### config.mk
export PLATFORM = sky130hd
export DESIGN_NAME = cnt_timer_regs
export DESIGN_NICKNAME = d
export VERILOG_FILES = /design/src/rtl/cnt_timer_regs.sv
export SDC_FILE = /design/constraint.sdc
export NUM_CORES = 1
export LEC_CHECK = 0
export CORE_ASPECT_RATIO = 2
export CORE_MARGIN = 5
export CORE_UTILIZATION = 30
export DETAILED_ROUTE_END_ITERATION = 6
export GPL_ROUTABILITY_DRIVEN = 1
export PLACE_DENSITY = 0.63
export SYNTH_ARGS = -nofsm -noshare
export SYNTH_HDL_FRONTEND = slang
export SYNTH_SLANG_ARGS = --single-unit
export TNS_END_PERCENT = 10
### constraint.sdc
create_clock -name clk_i -period 2.5 [get_ports clk_i]
set_input_delay 0.5 -clock clk_i [delete_from_list [all_inputs] [get_ports clk_i]]
set_output_delay 0.5 -clock clk_i [all_outputs]
set_load 0.005 [all_outputs]
### src/rtl/cnt_timer_regs.sv
// rtl/cnt_timer_regs.sv - W-bit up-counter with CONTROL/THRESHOLD/VALUE/STATUS registers on an OBI-style slave port
// Optional CNT_TIMER_IRQ_MASK_EN adds CONTROL.IE (bit2) gating tc_int_o.
module cnt_timer_regs #(
    parameter int W = 32
) (
    input  logic        clk_i,
    input  logic        rst_i,
    input  logic        req_i,
    input  logic        we_i,
    input  logic [3:0]  be_i,
    input  logic [31:0] addr_i,
    input  logic [31:0] wdata_i,
    output logic        gnt_o,
    output logic        rvalid_o,
    output logic [31:0] rdata_o,
    output logic        tc_int_o
);

    generate
        if (W < 1 || W > 32) begin : g_bad_w
            $fatal(1, "cnt_timer_regs: W must be in 1..32");
        end
    endgenerate

    logic [W-1:0] r_cnt;
    logic [W-1:0] r_thr;
    logic         r_en;
    logic         r_clr;
    logic         r_tc_stat;
    logic         r_tc_int;
    logic         r_rvalid;
    logic [31:0]  r_rdata;

    logic         w_wr;
    logic         w_rd;
    logic [1:0]   w_off;
    logic         w_ctrl_wr;
    logic         w_stat_w1c;
    logic         w_tc_event;
    logic         w_ie_rd;
    logic         w_irq_gate;
    logic [W-1:0] w_thr_wr;
    logic [31:0]  w_thr_ext;
    logic [31:0]  w_cnt_ext;
    logic [31:0]  w_rdata_nxt;
    logic         w_unused_bits;

    assign gnt_o         = req_i;
    assign w_wr          = req_i & we_i;
    assign w_rd          = req_i & ~we_i;
    assign w_off         = addr_i[3:2];
    assign w_ctrl_wr     = w_wr && (w_off == 2'd0) && be_i[0];
    assign w_stat_w1c    = w_wr && (w_off == 2'd3) && be_i[0] && wdata_i[0];
    assign w_unused_bits = ^{addr_i[31:4], addr_i[1:0], wdata_i};

    // A pending clear pulse suppresses the terminal-count compare.
    assign w_tc_event = r_en && !r_clr && (r_cnt == r_thr);

`ifdef CNT_TIMER_IRQ_MASK_EN
    logic r_ie;
    always_ff @(posedge clk_i) begin
        if (rst_i) begin
            r_ie <= 1'b0;
        end else if (w_ctrl_wr) begin
            r_ie <= wdata_i[2];
        end
    end
    assign w_ie_rd    = r_ie;
    assign w_irq_gate = r_ie;
`else
    assign w_ie_rd    = 1'b0;
    assign w_irq_gate = 1'b1;
`endif

    always_comb begin
        w_thr_wr = r_thr;
        for (int i = 0; i < W; i++) begin
            w_thr_wr[i] = be_i[i/8] ? wdata_i[i] : r_thr[i];
        end
    end

    always_comb begin
        w_thr_ext = '0;
        w_cnt_ext = '0;
        w_thr_ext[W-1:0] = r_thr;
        w_cnt_ext[W-1:0] = r_cnt;
    end

    always_comb begin
        w_rdata_nxt = '0;
        case (w_off)
            2'd0:    w_rdata_nxt = {29'd0, w_ie_rd, 1'b0, r_en};
            2'd1:    w_rdata_nxt = w_thr_ext;
            2'd2:    w_rdata_nxt = w_cnt_ext;
            default: w_rdata_nxt = {31'd0, r_tc_stat};
        endcase
    end

    always_ff @(posedge clk_i) begin
        if (rst_i) begin
            r_en  <= 1'b0;
            r_clr <= 1'b0;
            r_thr <= '0;
        end else begin
            r_clr <= w_ctrl_wr && wdata_i[1];
            if (w_ctrl_wr) begin
                r_en <= wdata_i[0];
            end
            if (w_wr && (w_off == 2'd1)) begin
                r_thr <= w_thr_wr;
            end
        end
    end

    always_ff @(posedge clk_i) begin
        if (rst_i) begin
            r_cnt <= '0;
        end else if (r_clr || w_tc_event) begin
            r_cnt <= '0;
        end else if (r_en) begin
            r_cnt <= r_cnt + W'(1);
        end
    end

    // Set beats W1C when both land on the same edge.
    always_ff @(posedge clk_i) begin
        if (rst_i) begin
            r_tc_stat <= 1'b0;
            r_tc_int  <= 1'b0;
        end else begin
            r_tc_int <= w_tc_event && w_irq_gate;
            if (w_tc_event) begin
                r_tc_stat <= 1'b1;
            end else if (w_stat_w1c) begin
                r_tc_stat <= 1'b0;
            end
        end
    end

    always_ff @(posedge clk_i) begin
        if (rst_i) begin
            r_rvalid <= 1'b0;
            r_rdata  <= '0;
        end else begin
            r_rvalid <= req_i;
            r_rdata  <= w_rd ? w_rdata_nxt : 32'd0;
        end
    end

    assign rvalid_o = r_rvalid;
    assign rdata_o  = r_rdata;
    assign tc_int_o = r_tc_int;

endmodule

# After elaboration in Yosys (flattened, before gate mapping)
# Cells that the tools add are included.
[totals]
ff_bits = 101
latch_bits = 0
mem_bits_rw = 0
rom_bits = 0
inputBits = 72
n_memories = 0
[classes]
n_addsub = 1
n_mul = 0
n_div = 0
n_lt_le_gt_ge = 0
eq_ne = 4
shifts = 0
muxes = 3
bitwise = 4
n_reduce_logical = 19
[ops]
columns = ["op", "count"]
rows = [
  ["one-hot mux 32 bit (3 select lines)", 1],
  ["adder 32 x 1 -> 32 bit, second input constant", 1],
  ["equality test 32 bit", 1],
  ["logical AND 1 bit", 9],
  ["AND reduction 2 bit", 4],
  ["equality test 2 bit, second input constant", 2],
  ["OR reduction 2 bit", 2],
  ["bitwise AND 1 bit", 2],
  ["equality test 2 x 1 -> 1 bit, second input constant", 1],
  ["logical NOT 2 bit", 1],
  ["2-to-1 mux 1 bit", 2],
  ["inverter 1 bit", 2],
  ["nonzero test 2 bit", 1],
  ["logical NOT 1 bit", 1],
  ["logical OR 1 bit", 1],
]

# Depth between registers and ports, before layout
# Gate-level depths: netlist of run 1.
[depth]
ltp_word = 6
mapped_depth = 8
mapped_depth_nobuf = 6

# Least setup slack after synthesis of run 1
# Ideal clock, no wire load.
[synth_timing]
kind = "register to register"
startpoint = "register r_cnt[13]"
endpoint = "register r_cnt[15]"
t_arrival_ps = 1830
t_required_ps = 2362
slack_ps = 532
stages_incl_launch_ff = 9
n_path_buf = 3
synth_period_minus_slack_ps = 1968
path_cell_list = "dfxtp_1 buf_2 nor2b_1 or4_1 nor4_1 and4_2 buf_6 buf_2 nor4_1"
[synth_via]
elab_chain_cells = 4
elab_cells_between_ends = 5
[synth_rtl]
columns = ["item", "line", "text"]
rows = [
  ["from (decl)", "25", "logic [W-1:0] r_cnt;"],
  ["from (signal assigned)", "121", "r_cnt <= r_cnt + W'(1);"],
  ["parallel branches: the longest is 4 deep, another holds adder 32 x 1 -> 32 bit", "-", ""],
]
# Several ways; the timed one is not identified.
# A chain may end at the register's enable or synchronous reset.

# Final worst setup path of run 1
[layout_timing]
startpoint = "register r_cnt[21]"
endpoint = "register r_cnt[4]"
[layout_via]
elab_chain_cells = 4
[layout_rtl]
columns = ["item", "line", "text"]
rows = [
  ["equality test 32 bit", "57", "assign w_tc_event = r_en && !r_clr && (r_cnt == r_thr);"],
  ["logical AND 1 bit", "57", ""],
  ["logical OR 1 bit", "118", "end else if (r_clr || w_tc_event) begin"],
  ["OR reduction 2 bit (no source line)", "-", ""],
]
# Every way passes these cells.

==> results of run 1 <==
## flip-flops by register name, indices dropped and copies added, names as in the netlist
name       count
r_clr          1
r_cnt         32
r_en           1
r_tc_stat      1
r_thr         32
rdata_o       32
rvalid_o       1
tc_int_o       1
## layout make-up
cell class                      count  area, um^2  share of cell area (%)
Tap cell                          198       247.7                   4.283
Inverter                            7       26.28                  0.4543
Clock inverter                      4       50.05                  0.8652
Clock buffer                       11       232.7                   4.023
Multi-Input combinational cell    365        2302                   39.80
Timing Repair Buffer               94       903.4                   15.62
Sequential cell                   101        2022                   34.96
## layout by cell type, fill, tap and decap left out, types with 8 or more instances in the layout
cell type,n
a21oi_1,33
a22oi_1,31
buf_4,17
clkbuf_16,9
clkdlybuf4s50_1,75
dfxtp_1,101
nand2_1,46
nand3_1,44
nand4_1,19
nor2_1,39
nor2b_1,8
nor4_1,32
xnor2_1,38
xor2_1,18
## how the worst min path moves through the flow
stage,from,to,slack (ps)
3_5_place_dp,r_thr[16],r_thr[16],480
2_1_floorplan,r_tc_stat,r_tc_stat,450
3_3_place_gp,r_tc_stat,r_tc_stat,470
5_1_grt,rst_i,rvalid_o,370
4_1_cts,rst_i,rvalid_o,360
6_report,rst_i,rvalid_o,360
## cell usage after synthesis (all sizes together) (2+ instances only)
cell     instances  area, um^2
nand2b           4       25.02
nand2           46       172.7
xnor2           38       332.8
nor3b            2       15.01
and3             7       46.29
nor3             7       51.30
nor2b           10       62.56
and2             2       13.77
and4             6       55.05
nor4            38       275.3
inv              7       26.28
buf             13       87.58
a22oi           31       232.7
a21oi           33       165.2
dfxtp          101        2022
nand3           44       220.2
mux2i            3       30.03
or4              2       18.77
nor2            40       152.6
o2111ai          2       17.52
nand4           20       140.1
xor2            18       157.7
clkbuf          30       152.6
o21ai            4       20.02
## power groups by stage
stage                     clock (mW)  sequential [mW]  combinational, mW
after CTS                       1.38             1.62              0.179
after global routing            1.45             1.63              0.194
after floorplan                    0             1.66             0.0803
after detailed placement           0             1.66              0.178
after global placement             0             1.66              0.177
final                           1.36             1.63              0.178
## worst max-delay path, cell delays in order (launching register included)
cell and delay, ps:
dfxtp_1 450, nor2b_1 110, or4_1 520, nor4_1 310, and4_2 270, buf_4 250, nor4_1 110
## routing by layer
metal	vias to the layer above	GRT usage, %	wire length, um
met2	98	23.34	5921
met4	0	4.326	193
li1	1973	-	-
met5	-	0	0
met1	1815	17.04	5325
met3	13	2.940	530
## cell families after synthesis
| logic type | after synthesis |
|---|---|
| AND/OR/NAND/NOR | 231 |
| AO/OA/AOI/OAI | 73 |
| flip-flops | 101 |
| XOR/XNOR | 56 |
| adder cells (fa/ha/maj) | 1 |
| buffers and inverters | 50 |
| multiplexers | 4 |
## through the flow
stage	worst slack [ps]	total power, mW	hold slack, ps	instance area, um^2
2_1_floorplan	532.1	1.740	450.9	4586
3_3_place_gp	271.7	1.839	468.9	5502
3_5_place_dp	219.5	1.840	475.9	5502
4_1_cts	345.8	3.183	359.9	5784
5_1_grt	203.0	3.267	371.5	5784
6_report	333.9	3.160	364.1	5784
==> impl_metrics.py, run 1 <==
metrics = {
    "status": {
        "status": "completed",
    },
    "clocking": {
        "holdBufCountCts": 0,
        "insertion_delay_ps": 340,
        "cts_buffers": 9,
        "cts_tree": "done",
        "cts.clk_slew.worst_paths_ps": 70,
        "clk_path_buf_depth": 2,
        "root_buffer": "clkbuf_16",
        "cts_num_sinks": 101,
        "cts-htree-levels": 3,
        "postCtsResizedCells": 0,
        "post-cts-setup-buffers": 0,
    },
    "timing": {
        "finalSetupTns_ps": 0,
        "max_freq_mhz": 461.7,
        "rsz0062_at_grt": "false",
        "fin_skew_ps": 9.129,
        "finalHoldViolations": 0,
        "setup_viol_count_final": 0,
        "worstMarginPinSlew_ps": 711.2,
        "slew_viol_final": 0,
        "layout_min_cycle_time_ps": 2166,
        "finalCritPeriodShare_pct": 86.64,
        "maxSlewHeadroom_pct": 52.59,
    },
    "placed_design": {
        "placed_cells": 765,
        "port_buffers": 76,
        "dp.final_hpwl_mm": 8.535,
        "gp_congestion": 0.8884,
    },
    "floorplanning": {
        "die_w_um": 97.42,
        "start_util_pct": 30.30,
        "die_h_um": 184.8,
        "num_io_pins": 107,
        "dieArea_mm2": 0.01801,
        "rows": 64,
        "coreArea_mm2": 0.01513,
    },
    "power_and_ir_drop": {
        "power.share.switching_pct": 21.68,
        "power.share.clock_pct": 42.9,
        "p_seq_share_pct": 51.4,
        "vdd.ir_drop.worst_uv": 349.8,
        "p_sw_uw": 685.0,
        "power_frac_comb_pct": 5.6,
        "power.leakage_nw": 1.874,
        "p_int_mw": 2.475,
        "pwr_density_cell_mw_per_mm2": 546.2,
    },
    "drt": {
        "route.detailed.drc": 0,
        "wire_per_inst_um": 15.35,
        "drt.antenna.violating_nets": 0,
        "dr.pass1.iters": 4,
        "drt_iter0_markers": 228,
        "vias": 3899,
        "drt-total-wl_mm": 11.97,
        "avgViaCountPerCell": 4.999,
    },
    "hold_path": {
        "hp-class": "input pin to flip-flop",
        "holdPathStages": 2,
    },
    "layout": {
        "drive_above_1_share_pct": 9.107,
        "diodes": 0,
        "area_delta_synth_final_pct": 26.14,
        "fin_util_pct": 38.22,
        "fillers": 1551,
        "final_cells": 780,
        "fin_nets": 651,
    },
    "global_route": {
        "grt_usage_pct": 13.62,
        "overflow": 0,
        "antenna_found_initial": 0,
        "grt_max_degree": 65,
        "grt_pass1_vias": 3820,
        "grt_pass1_wl_mm": 19.93,
    },
    "critical_path": {
        "crit_required_ps": 2690,
        "reg2reg_to": "r_cnt[4]",
        "cp.arrival_ps": 2350,
        "startpoint": "r_cnt[21]",
        "start_kind": "flip-flop",
        "worstSetupPathType": "flip-flop to flip-flop",
        "r2r_slack_ps": 330,
        "crit_end": "r_cnt[4]",
        "cp-end-kind": "flip-flop",
        "rr_worst_depth": 6,
        "reg2reg_from": "r_cnt[21]",
        "path_max_fanout": 18,
    },
    "synthesis": {
        "synth_flop_cell": "dfxtp_1",
        "synth.ff_latch_count": 101,
        "muxShareOfSynthArea_pct": 1.146,
        "avgSynthCellArea_um2": 8.887,
        "synth_edf_count": 0,
        "yosysWarnings": 0,
        "synth_xor_area_share_pct": 10.70,
        "synth_top_family_by_area": "simple AND/OR/NAND/NOR gates",
        "postSynthCellCount": 516,
        "seq_area_frac_synth_pct": 44.09,
        "syn_nets": 589,
        "synthAdderAreaFrac_pct": 0.2729,
        "ys_types": 45,
        "synthArstFlopShare_pct": 0,
        "synth-compound-area-share_pct": 10.20,
        "synthSimpleGateAreaFrac_pct": 27.78,
        "syn_area_mm2": 0.004586,
    },
    "job": {
        "cap_violations": 0,
    },
}
Power figures use the tool's default switching activity.
==> run 2, diff against run 1 <==
--- a/config.mk
+++ b/config.mk
@@ -9,7 +9,6 @@
 export CORE_MARGIN = 5
 export CORE_UTILIZATION = 30
 export DETAILED_ROUTE_END_ITERATION = 6
-export GPL_ROUTABILITY_DRIVEN = 1
 export PLACE_DENSITY = 0.63
 export SYNTH_ARGS = -nofsm -noshare
 export SYNTH_HDL_FRONTEND = slang
==> results of run 2 <==
The final DEF is identical to that of run 1; final timing and power are the same.
